**src/rtl/iccm_arb_pkg.sv**
```systemverilog
// Shared types and default widths for the ICCM arbiter.
package iccm_arb_pkg;

    localparam int unsigned ADDR_W_DEF    = 11;
    localparam int unsigned DATA_W_DEF    = 32;
    localparam int unsigned TAG_DEPTH_DEF = 4;

    // Owner id stored per outstanding read; routes the returning data.
    typedef enum logic {
        OWN_FE  = 1'b0,
        OWN_DBG = 1'b1
    } own_e;

endpackage

```
**src/rtl/iccm_arb_if.sv**
```systemverilog
// Requester- and controller-facing signals of the ICCM arbiter.
// slave: the arbiter side; master: fetch/loader/debug requesters plus the memory controller.
interface iccm_arb_if import iccm_arb_pkg::*; #(
    parameter int unsigned ADDR_WIDTH = ADDR_W_DEF,
    parameter int unsigned DATA_WIDTH = DATA_W_DEF
);
    logic                  fe_req;
    logic [ADDR_WIDTH-1:0] fe_addr;
    logic                  fe_gnt;
    logic [DATA_WIDTH-1:0] fe_rdata;
    logic                  fe_rvalid;

    logic                  ld_req;
    logic [ADDR_WIDTH-1:0] ld_addr;
    logic [DATA_WIDTH-1:0] ld_wdata;
    logic                  ld_gnt;

    logic                  dbg_req;
    logic                  dbg_we;
    logic [ADDR_WIDTH-1:0] dbg_addr;
    logic [DATA_WIDTH-1:0] dbg_wdata;
    logic                  dbg_gnt;
    logic [DATA_WIDTH-1:0] dbg_rdata;
    logic                  dbg_rvalid;

    logic                  cntlr_rd;
    logic [ADDR_WIDTH-1:0] cntlr_raddr;
    logic [DATA_WIDTH-1:0] cntlr_rd_data;
    logic                  cntlr_rd_valid;
    logic                  cntlr_wr;
    logic [ADDR_WIDTH-1:0] cntlr_waddr;
    logic [DATA_WIDTH-1:0] cntlr_wr_data;

    logic                  rd_err;

    modport slave (
        input  fe_req, fe_addr, ld_req, ld_addr, ld_wdata,
        input  dbg_req, dbg_we, dbg_addr, dbg_wdata, cntlr_rd_data, cntlr_rd_valid,
        output fe_gnt, fe_rdata, fe_rvalid, ld_gnt, dbg_gnt, dbg_rdata, dbg_rvalid,
        output cntlr_rd, cntlr_raddr, cntlr_wr, cntlr_waddr, cntlr_wr_data, rd_err
    );

    modport master (
        output fe_req, fe_addr, ld_req, ld_addr, ld_wdata,
        output dbg_req, dbg_we, dbg_addr, dbg_wdata, cntlr_rd_data, cntlr_rd_valid,
        input  fe_gnt, fe_rdata, fe_rvalid, ld_gnt, dbg_gnt, dbg_rdata, dbg_rvalid,
        input  cntlr_rd, cntlr_raddr, cntlr_wr, cntlr_waddr, cntlr_wr_data, rd_err
    );

endinterface

```
**src/rtl/iccm_arb_tagq.sv**
```systemverilog
// Owner-id FIFO tracking outstanding reads, oldest at the head.
// DEPTH must be a power of two so the pointers wrap naturally.
module iccm_arb_tagq #(
    parameter int unsigned DEPTH = 4
) (
    input  logic clk,
    input  logic rst,
    input  logic push,
    input  logic din,
    input  logic pop,
    output logic dout,
    output logic full,
    output logic empty
);
    localparam int unsigned PW = $clog2(DEPTH);

    logic [DEPTH-1:0] mem_q;
    logic [PW-1:0]    wr_ptr_q;
    logic [PW-1:0]    rd_ptr_q;
    logic [PW:0]      count_q;

    always_ff @(posedge clk or posedge rst) begin
        if (rst) begin
            mem_q    <= '0;
            wr_ptr_q <= '0;
            rd_ptr_q <= '0;
            count_q  <= '0;
        end else begin
            if (push) begin
                mem_q[wr_ptr_q] <= din;
                wr_ptr_q        <= wr_ptr_q + 1'b1;
            end
            if (pop) begin
                rd_ptr_q <= rd_ptr_q + 1'b1;
            end
            if (push && !pop) begin
                count_q <= count_q + 1'b1;
            end else if (pop && !push) begin
                count_q <= count_q - 1'b1;
            end
        end
    end

    assign dout  = mem_q[rd_ptr_q];
    assign full  = (count_q == (PW + 1)'(DEPTH));
    assign empty = (count_q == '0);

endmodule

```
**src/rtl/iccm_arb.sv**
```systemverilog
// ICCM port arbiter: independent read (fetch/debug) and write (loader/debug) paths.
// Define ICCM_ARB_DBG_EN to let the debug port arbitrate; otherwise it is inert.
module iccm_arb import iccm_arb_pkg::*; #(
    parameter int unsigned ADDR_WIDTH = ADDR_W_DEF,
    parameter int unsigned DATA_WIDTH = DATA_W_DEF,
    parameter int unsigned TAG_DEPTH  = TAG_DEPTH_DEF
) (
    input logic       clk,
    input logic       rst,
    iccm_arb_if.slave bus
);
    logic                  q_full, q_empty, q_head;
    logic                  push, pop, rd_ok;
    logic                  fe_rd_gnt, dbg_rd_gnt, ld_wr_gnt, dbg_wr_gnt;
    own_e                  push_id;
    logic [ADDR_WIDTH-1:0] raddr, waddr;
    logic [DATA_WIDTH-1:0] wdata;
    logic                  rd_err_q;

    // A full queue may still accept a read when a return frees a slot this cycle.
    assign pop   = !rst && bus.cntlr_rd_valid && !q_empty;
    assign rd_ok = !rst && (!q_full || bus.cntlr_rd_valid);

`ifdef ICCM_ARB_DBG_EN
    own_e rr_q, rr_d;
    logic fe_cand, dbg_cand;

    always_comb begin
        fe_cand    = bus.fe_req;
        dbg_cand   = bus.dbg_req && !bus.dbg_we;
        fe_rd_gnt  = rd_ok && fe_cand && (!dbg_cand || rr_q == OWN_FE);
        dbg_rd_gnt = rd_ok && dbg_cand && (!fe_cand || rr_q == OWN_DBG);
        ld_wr_gnt  = !rst && bus.ld_req;
        dbg_wr_gnt = !rst && bus.dbg_req && bus.dbg_we && !bus.ld_req;
        rr_d       = rr_q;
        if (fe_rd_gnt) begin
            rr_d = OWN_DBG;
        end else if (dbg_rd_gnt) begin
            rr_d = OWN_FE;
        end
    end

    always_ff @(posedge clk or posedge rst) begin
        if (rst) begin
            rr_q <= OWN_FE;
        end else begin
            rr_q <= rr_d;
        end
    end

    assign push_id        = dbg_rd_gnt ? OWN_DBG : OWN_FE;
    assign raddr          = dbg_rd_gnt ? bus.dbg_addr : bus.fe_addr;
    assign waddr          = bus.ld_req ? bus.ld_addr : bus.dbg_addr;
    assign wdata          = bus.ld_req ? bus.ld_wdata : bus.dbg_wdata;
    assign bus.dbg_gnt    = dbg_rd_gnt || dbg_wr_gnt;
    assign bus.dbg_rdata  = bus.cntlr_rd_data;
    assign bus.dbg_rvalid = pop && (q_head == OWN_DBG);
    assign bus.fe_rvalid  = pop && (q_head == OWN_FE);
`else
    logic unused_dbg;

    assign fe_rd_gnt      = rd_ok && bus.fe_req;
    assign dbg_rd_gnt     = 1'b0;
    assign ld_wr_gnt      = !rst && bus.ld_req;
    assign dbg_wr_gnt     = 1'b0;
    assign push_id        = OWN_FE;
    assign raddr          = bus.fe_addr;
    assign waddr          = bus.ld_addr;
    assign wdata          = bus.ld_wdata;
    assign bus.dbg_gnt    = 1'b0;
    assign bus.dbg_rdata  = '0;
    assign bus.dbg_rvalid = 1'b0;
    assign bus.fe_rvalid  = pop;
    assign unused_dbg     = ^{bus.dbg_req, bus.dbg_we, bus.dbg_addr, bus.dbg_wdata, q_head,
                              dbg_rd_gnt, dbg_wr_gnt};
`endif

    assign push = fe_rd_gnt || dbg_rd_gnt;

    iccm_arb_tagq #(
        .DEPTH (TAG_DEPTH)
    ) u_tagq (
        .clk   (clk),
        .rst   (rst),
        .push  (push),
        .din   (push_id),
        .pop   (pop),
        .dout  (q_head),
        .full  (q_full),
        .empty (q_empty)
    );

    // A return with nothing outstanding is dropped and latched as an error.
    always_ff @(posedge clk or posedge rst) begin
        if (rst) begin
            rd_err_q <= 1'b0;
        end else if (bus.cntlr_rd_valid && q_empty) begin
            rd_err_q <= 1'b1;
        end
    end

    assign bus.fe_gnt        = fe_rd_gnt;
    assign bus.fe_rdata      = bus.cntlr_rd_data;
    assign bus.ld_gnt        = ld_wr_gnt;
    assign bus.cntlr_rd      = push;
    assign bus.cntlr_raddr   = raddr;
    assign bus.cntlr_wr      = ld_wr_gnt || dbg_wr_gnt;
    assign bus.cntlr_waddr   = waddr;
    assign bus.cntlr_wr_data = wdata;
    assign bus.rd_err        = rd_err_q;

endmodule

```
**src/flat_wrapper.sv**
```systemverilog
// flat-port wrapper written by rule: the top's interface ports become plain ports
module iccm_arb_flat import iccm_arb_pkg::*;
#(
    parameter int unsigned ADDR_WIDTH = ADDR_W_DEF,
    parameter int unsigned DATA_WIDTH = DATA_W_DEF,
    parameter int unsigned TAG_DEPTH  = TAG_DEPTH_DEF
)
  (clk, rst, bus_fe_req, bus_fe_addr, bus_ld_req, bus_ld_addr, bus_ld_wdata, bus_dbg_req, bus_dbg_we, bus_dbg_addr, bus_dbg_wdata, bus_cntlr_rd_data, bus_cntlr_rd_valid, bus_fe_gnt, bus_fe_rdata, bus_fe_rvalid, bus_ld_gnt, bus_dbg_gnt, bus_dbg_rdata, bus_dbg_rvalid, bus_cntlr_rd, bus_cntlr_raddr, bus_cntlr_wr, bus_cntlr_waddr, bus_cntlr_wr_data, bus_rd_err);
  iccm_arb_if #(.ADDR_WIDTH(ADDR_WIDTH), .DATA_WIDTH(DATA_WIDTH)) bus_i ();
  input logic clk;
  input logic rst;
  input wire logic [$bits(bus_i.fe_req)-1:0] bus_fe_req;
  input wire logic [$bits(bus_i.fe_addr)-1:0] bus_fe_addr;
  input wire logic [$bits(bus_i.ld_req)-1:0] bus_ld_req;
  input wire logic [$bits(bus_i.ld_addr)-1:0] bus_ld_addr;
  input wire logic [$bits(bus_i.ld_wdata)-1:0] bus_ld_wdata;
  input wire logic [$bits(bus_i.dbg_req)-1:0] bus_dbg_req;
  input wire logic [$bits(bus_i.dbg_we)-1:0] bus_dbg_we;
  input wire logic [$bits(bus_i.dbg_addr)-1:0] bus_dbg_addr;
  input wire logic [$bits(bus_i.dbg_wdata)-1:0] bus_dbg_wdata;
  input wire logic [$bits(bus_i.cntlr_rd_data)-1:0] bus_cntlr_rd_data;
  input wire logic [$bits(bus_i.cntlr_rd_valid)-1:0] bus_cntlr_rd_valid;
  output wire logic [$bits(bus_i.fe_gnt)-1:0] bus_fe_gnt;
  output wire logic [$bits(bus_i.fe_rdata)-1:0] bus_fe_rdata;
  output wire logic [$bits(bus_i.fe_rvalid)-1:0] bus_fe_rvalid;
  output wire logic [$bits(bus_i.ld_gnt)-1:0] bus_ld_gnt;
  output wire logic [$bits(bus_i.dbg_gnt)-1:0] bus_dbg_gnt;
  output wire logic [$bits(bus_i.dbg_rdata)-1:0] bus_dbg_rdata;
  output wire logic [$bits(bus_i.dbg_rvalid)-1:0] bus_dbg_rvalid;
  output wire logic [$bits(bus_i.cntlr_rd)-1:0] bus_cntlr_rd;
  output wire logic [$bits(bus_i.cntlr_raddr)-1:0] bus_cntlr_raddr;
  output wire logic [$bits(bus_i.cntlr_wr)-1:0] bus_cntlr_wr;
  output wire logic [$bits(bus_i.cntlr_waddr)-1:0] bus_cntlr_waddr;
  output wire logic [$bits(bus_i.cntlr_wr_data)-1:0] bus_cntlr_wr_data;
  output wire logic [$bits(bus_i.rd_err)-1:0] bus_rd_err;
  assign bus_i.fe_req = bus_fe_req;
  assign bus_i.fe_addr = bus_fe_addr;
  assign bus_i.ld_req = bus_ld_req;
  assign bus_i.ld_addr = bus_ld_addr;
  assign bus_i.ld_wdata = bus_ld_wdata;
  assign bus_i.dbg_req = bus_dbg_req;
  assign bus_i.dbg_we = bus_dbg_we;
  assign bus_i.dbg_addr = bus_dbg_addr;
  assign bus_i.dbg_wdata = bus_dbg_wdata;
  assign bus_i.cntlr_rd_data = bus_cntlr_rd_data;
  assign bus_i.cntlr_rd_valid = bus_cntlr_rd_valid;
  assign bus_fe_gnt = bus_i.fe_gnt;
  assign bus_fe_rdata = bus_i.fe_rdata;
  assign bus_fe_rvalid = bus_i.fe_rvalid;
  assign bus_ld_gnt = bus_i.ld_gnt;
  assign bus_dbg_gnt = bus_i.dbg_gnt;
  assign bus_dbg_rdata = bus_i.dbg_rdata;
  assign bus_dbg_rvalid = bus_i.dbg_rvalid;
  assign bus_cntlr_rd = bus_i.cntlr_rd;
  assign bus_cntlr_raddr = bus_i.cntlr_raddr;
  assign bus_cntlr_wr = bus_i.cntlr_wr;
  assign bus_cntlr_waddr = bus_i.cntlr_waddr;
  assign bus_cntlr_wr_data = bus_i.cntlr_wr_data;
  assign bus_rd_err = bus_i.rd_err;
  iccm_arb #(.ADDR_WIDTH(ADDR_WIDTH), .DATA_WIDTH(DATA_WIDTH), .TAG_DEPTH(TAG_DEPTH)) u_core (.clk(clk), .rst(rst), .bus(bus_i));
endmodule
```
**config.mk**
```make
export PLATFORM = sky130hd
export DESIGN_NAME = iccm_arb_flat
export DESIGN_NICKNAME = d
export VERILOG_FILES = /design/src/rtl/iccm_arb_pkg.sv /design/src/rtl/iccm_arb_if.sv /design/src/rtl/iccm_arb_tagq.sv /design/src/rtl/iccm_arb.sv /design/src/flat_wrapper.sv
export SDC_FILE = /design/constraint.sdc
export NUM_CORES = 1
export LEC_CHECK = 0
export ABC_AREA = 1
export CORE_AREA = 2 2 103 105
export CTS_CLUSTER_SIZE = 30
export DETAILED_ROUTE_END_ITERATION = 6
export DIE_AREA = 0 0 105 107
export GPL_ROUTABILITY_DRIVEN = 0
export SLEW_MARGIN = 20
export SYNTH_ARGS = -nofsm -noshare
export SYNTH_HDL_FRONTEND = slang
export SYNTH_SLANG_ARGS = --single-unit
```
**constraint.sdc**
```tcl
create_clock -name clk -period 2 [get_ports clk]
set_clock_uncertainty 0.2 [all_clocks]
set_input_delay 0.5 -clock clk [delete_from_list [all_inputs] [get_ports clk]]
set_output_delay 0.5 -clock clk [all_outputs]
set_load 0.02 [all_outputs]
```
After elaboration in Yosys (flattened, before gate mapping)
Index checks and enable logic that the tools add are counted.

Input bits: 136. Register bits after elaboration: 4. Output and inout port bits: 126.

Reductions and logical operators: 16. Add/sub/neg operators: 2. Muxes and demuxes: 2. Equality and inequality tests: 1.

Operators by type and width (count): logical AND 1 bit (8); two-way mux 3 bit (2); zero test 1 bit (5); adder 3 x 1 -> 3 bit (second input constant) (1); == test 3 bit (second input constant) (1); zero test 3 bit (1); subtractor 3 x 1 -> 3 bit (second input constant) (1); nonzero test 2 bit (1); logical OR 1 bit (1).

Depth between registers and ports, before layout
Word-level depth: 9. Gate-level depth with buffers: 11.

By module
Synthesis repeated with hierarchy kept, for this count alone.

Cell total of the unflattened synthesis: 198. Area total of the unflattened synthesis: 1565.3 sq um.

By module, submodules not included: iccm_arb (instances 1, area an instance 991.0 sq um, cells each 134); iccm_arb_tagq (instances 1, area an instance 574.3 sq um, cells each 64).

Worst setup path before layout
Ideal clock, no wire load.

Kind: input port to flip-flop. From: input rst. To: register u_core.u_tagq.count_q[2]. Data arrival time: 2.050 ns. Data required time: 1.683 ns. Stages: 10. Library setup time: 0.117 ns. Setup slack: -0.367 ns. Buffers on the path: 0. Cell sequence: inv_1 > nand2_1 > a21oi_1 > ha_1 > inv_1 > fa_1 > nand2_1 > nand3_1 > nand2_1 > nand2_1.

Longest elaborated chain between the ends: 6.

Ends and longest elaborated chain: start: declaration (RTL line flat_wrapper.sv:11) `input logic rst;`; zero test 1 bit * (RTL line iccm_arb.sv:22) `assign rd_ok = !rst && (!q_full || bus.cntlr_rd_valid);`; logical AND 1 bit * (RTL line iccm_arb.sv:22); logical AND 1 bit * (RTL line iccm_arb.sv:62) `assign fe_rd_gnt = rd_ok && bus.fe_req;`; net bus_cntlr_rd (RTL line flat_wrapper.sv:30) `output wire logic [$bits(bus_i.cntlr_rd)-1:0] bus_cntlr_rd;`; zero test 1 bit (RTL line iccm_arb_tagq.sv:38) `end else if (pop && !push) begin`; logical AND 1 bit (RTL line iccm_arb_tagq.sv:38); nonzero test 2 bit (no source line); end signal: assignment (RTL line iccm_arb_tagq.sv:37) `count_q <= count_q + 1'b1;`; end signal: assignment (RTL line iccm_arb_tagq.sv:39) `count_q <= count_q - 1'b1;`; end: declaration (RTL line iccm_arb_tagq.sv:20) `logic [PW:0] count_q;`.

The timed path passes the listed nets; every way through them passes the cells marked *. A chain may end at the register's enable or synchronous reset.

Final worst setup path
From: register u_core.u_tagq.count_q[2]. To: register u_core.u_tagq.count_q[2].

Longest elaborated chain between the ends: 8.

Ends and longest elaborated chain: == test 3 bit (RTL line iccm_arb_tagq.sv:45) `assign full = (count_q == (PW + 1)'(DEPTH));`; zero test 1 bit (RTL line iccm_arb.sv:22); logical OR 1 bit (RTL line iccm_arb.sv:22); logical AND 1 bit (RTL line iccm_arb.sv:22); logical AND 1 bit (RTL line iccm_arb.sv:62); zero test 1 bit (RTL line iccm_arb_tagq.sv:38); logical AND 1 bit (RTL line iccm_arb_tagq.sv:38); nonzero test 2 bit (no source line).

Parallel ways exist; a longest one is shown, timed or not. The select of a mux whose other input is x is not followed.

==> flow_metrics.tcl <==
set metrics [dict create \
    status "finished clean" \
    numCtsBuffers 3 \
    diodes 0 \
    ctsHoldBuffers 0 \
    grt.busiest_layer "met4" \
    synthCells 157 \
    yosys-top-cells-area "buf_4, dfrtp_1, nand2_1" \
    nFillCells 1204 \
    numPortBuffers 10 \
    grt_util_met1 0.0157 \
    cpPeakStageDelay_ps 390 \
    synth_edf_count 0 \
    cts_htree_levels 1 \
    core_area_um2 10100 \
    worstSetupStartpoint "u_core.u_tagq.count_q[2]" \
    crit_required_ps 1900 \
    cts_tree "built" \
    vias 501 \
    hp-class "in -> async" \
    finalSetupViolations 0 \
    reg2reg_depth 11 \
    slew_viol_final 0 \
    worst_skew_pair.late_latency_ps 210 \
    path_clk_slew_ps 30 \
    worstSetupPathType "reg -> reg" \
    grt_pass1_wl_um 2190 \
    async_reset_ff_frac 1.00 \
    wire_per_inst_um 7.85 \
    cts_root_buf "clkbuf_8" \
    drt_iter0_markers 5 \
    setup_slack_ps 3.44 \
    p_int_mw 0.446 \
    die_y_um 107 \
    die_w_um 105 \
    cts.path.max_buffers 2 \
    reg2reg_slack_ps 3 \
    endpoint_kind "register" \
    synth_cell_types 14 \
    drc_errors 0 \
    yosys.area.top_type "buf_4" \
    ys_seq_elements 4 \
    reg2reg_from "u_core.u_tagq.count_q[2]" \
    routed_wl_um 1800 \
    synth_top_area_frac 0.779 \
    grt_use_met2 0.0292 \
    io_pins 262 \
    rsz0062_at_grt "yes" \
    firstDrtPassIters 2 \
    syn_to_final_growth_pct -29.9 \
    yosys-top-cells-count "buf_4, nand2_1, inv_1" \
    place_ws_ps -655 \
    synth_area_um2 1180 \
    timing.final.hold_violations 0 \
    p_leak_nw 0.383 \
    fin_hold_ws_ps 201 \
    routed_via_density 2.19 \
    worst_ir_drop_vdd_mv 0.151 \
    comb_power_share 0.566 \
    seq_power_share 0.213 \
    reg2reg_to "u_core.u_tagq.count_q[2]" \
    grt_max_degree 5 \
    start_util 0.117 \
    crit_top_cell "nand2_1" \
    track_usage 0.0275 \
    period_minus_slack_ps 2000 \
    grt_use_met3 0.0158 \
    dp_hpwl_um 1420 \
    p_per_area_nw_per_um2 906 \
    cp_cell_sequence "buf_6 > nor3_4 > nor2_1 > nand2_1 > ha_4 > inv_4 > fa_2 > inv_1 > nand2_2 > nand4_1 > nand2_1" \
    yosysWarningCount 0 \
    power_switching_mw 0.301 \
    fin_nets 233 \
    p_clk_frac 0.220 \
    max_cap_violations 0 \
    timing.setup.tns_ps 0 \
    antenna_found_initial 0 \
    die-area_um2 11200 \
    power.total_mw 0.747 \
    slowest_stage "dfrtp_1" \
    swShare 0.403 \
    rows 37 \
    ant_nets 0 \
    yosysSeqAreaShare 0.0851 \
    grt_pass1_vias 411 \
    ys.flop_type "dfrtp_1" \
    clock-sinks 4 \
    fin_crit_sh 0.998 \
    drive_above_1_share 0.398 \
    crit_end "u_core.u_tagq.count_q[2]" \
    clock.fmax_ghz 0.501 \
    cp-start-kind "register" \
    cp_top_family "simple AND/OR/NAND/NOR gates" \
    cp_max_fo 3 \
    crit_buf_inv 3 \
    critical_path_depth 11 \
    avgSynthCellArea_um2 7.49 \
    worstPathArrival_ps 1900 \
    overflow 0 \
    yosysMostFrequentCell "buf_4" \
]
==> cell type report <==
type | instances | area [um^2] | area share
sequential | 4 | 103 | 0.124
clock buffer | 3 | 41.3 | 0.0501
tap | 136 | 170 | 0.206
multi-input combinational | 56 | 307 | 0.372
inverter | 8 | 36.3 | 0.0440
timing repair buffer | 22 | 168 | 0.203
==> worst reg2reg max path, stage by stage, from the launching register on <==
cell	delay, ps
dfrtp_1	390
buf_6	130
nor3_4	200
nor2_1	70
nand2_1	100
ha_4	160
inv_4	30
fa_2	340
inv_1	80
nand2_2	60
nand4_1	70
nand2_1	50
==> state kept, by name, indices dropped and copies added, names as in the netlist <==
register               flops
u_core.bus.rd_err          1
u_core.u_tagq.count_q      3
==> power by group through the flow <==
stage | Clock, mW | Sequential [mW] | Combinational [mW]
after global placement | 0 | 0.139 | 0.341
after detailed placement | 0 | 0.140 | 0.349
after CTS | 0.170 | 0.145 | 0.360
after global routing | 0.176 | 0.165 | 0.464
after floorplan | 0 | 0.150 | 0.503
final | 0.165 | 0.159 | 0.423
==> timing repair <==
item | CTS | global route
gates resized for setup | 32 | 11
setup buffers | 0 | 3
endpoints found under the setup margin | 8 | 6
pin swaps | 3 | 12
cloned | 0 | 0
==> layout by cell type (no fill, tap or decap), drive strengths merged <==
master         instances
ha                     1
clkbuf                 3
nor3                   3
nand4                  1
clkdlybuf4s50          2
nand3                  1
nor2                   2
conb                  34
dfrtp                  4
clkinvlp               1
a21oi                  1
inv                    7
xnor2                  1
buf                   18
nand2                 11
dlygate4sd2            2
fa                     1
==> cell families (layout without fill, tap and decap cells) <==
group / Yosys count / count (layout) / share of synthesized area
buffers and inverters: 130 / 33 / 0.804
and+or+nand+nor: 18 / 18 / 0.0681
DFF: 4 / 4 / 0.0851
adders and majority gates: 2 / 2 / 0.0277
other: 1 / 34 / 0.00319
AOI/OAI and AO/OA: 1 / 1 / 0.00425
xor gates and xnor gates: 1 / 1 / 0.00745
==> stage by stage <==
stage | area (um^2) | std cells | utilization
floorplan | 1320 | 190 | -
global placement | 744 | 223 | 0.0738
detailed placement | 744 | 223 | 0.0738
CTS | 787 | 226 | 0.0780
global route | 825 | 229 | 0.0817
finish | 825 | 229 | 0.0817
==> worst min-delay path by stage <==
stage	from	to
finish	rst	u_core.u_tagq.count_q[2]
global route	rst	u_core.u_tagq.count_q[1]
CTS	rst	u_core.bus.rd_err
detailed placement	u_core.bus.rd_err	u_core.bus.rd_err
global placement	u_core.bus.rd_err	u_core.bus.rd_err
floorplan	rst	u_core.bus.rd_err
==> layer usage <==
metal,routed length [um],up-vias
met5,0,-
met4,415,0
met3,312,50
met2,690,47
met1,379,216
li1,-,188
Note: power is estimated with default switching activity, not from simulation.
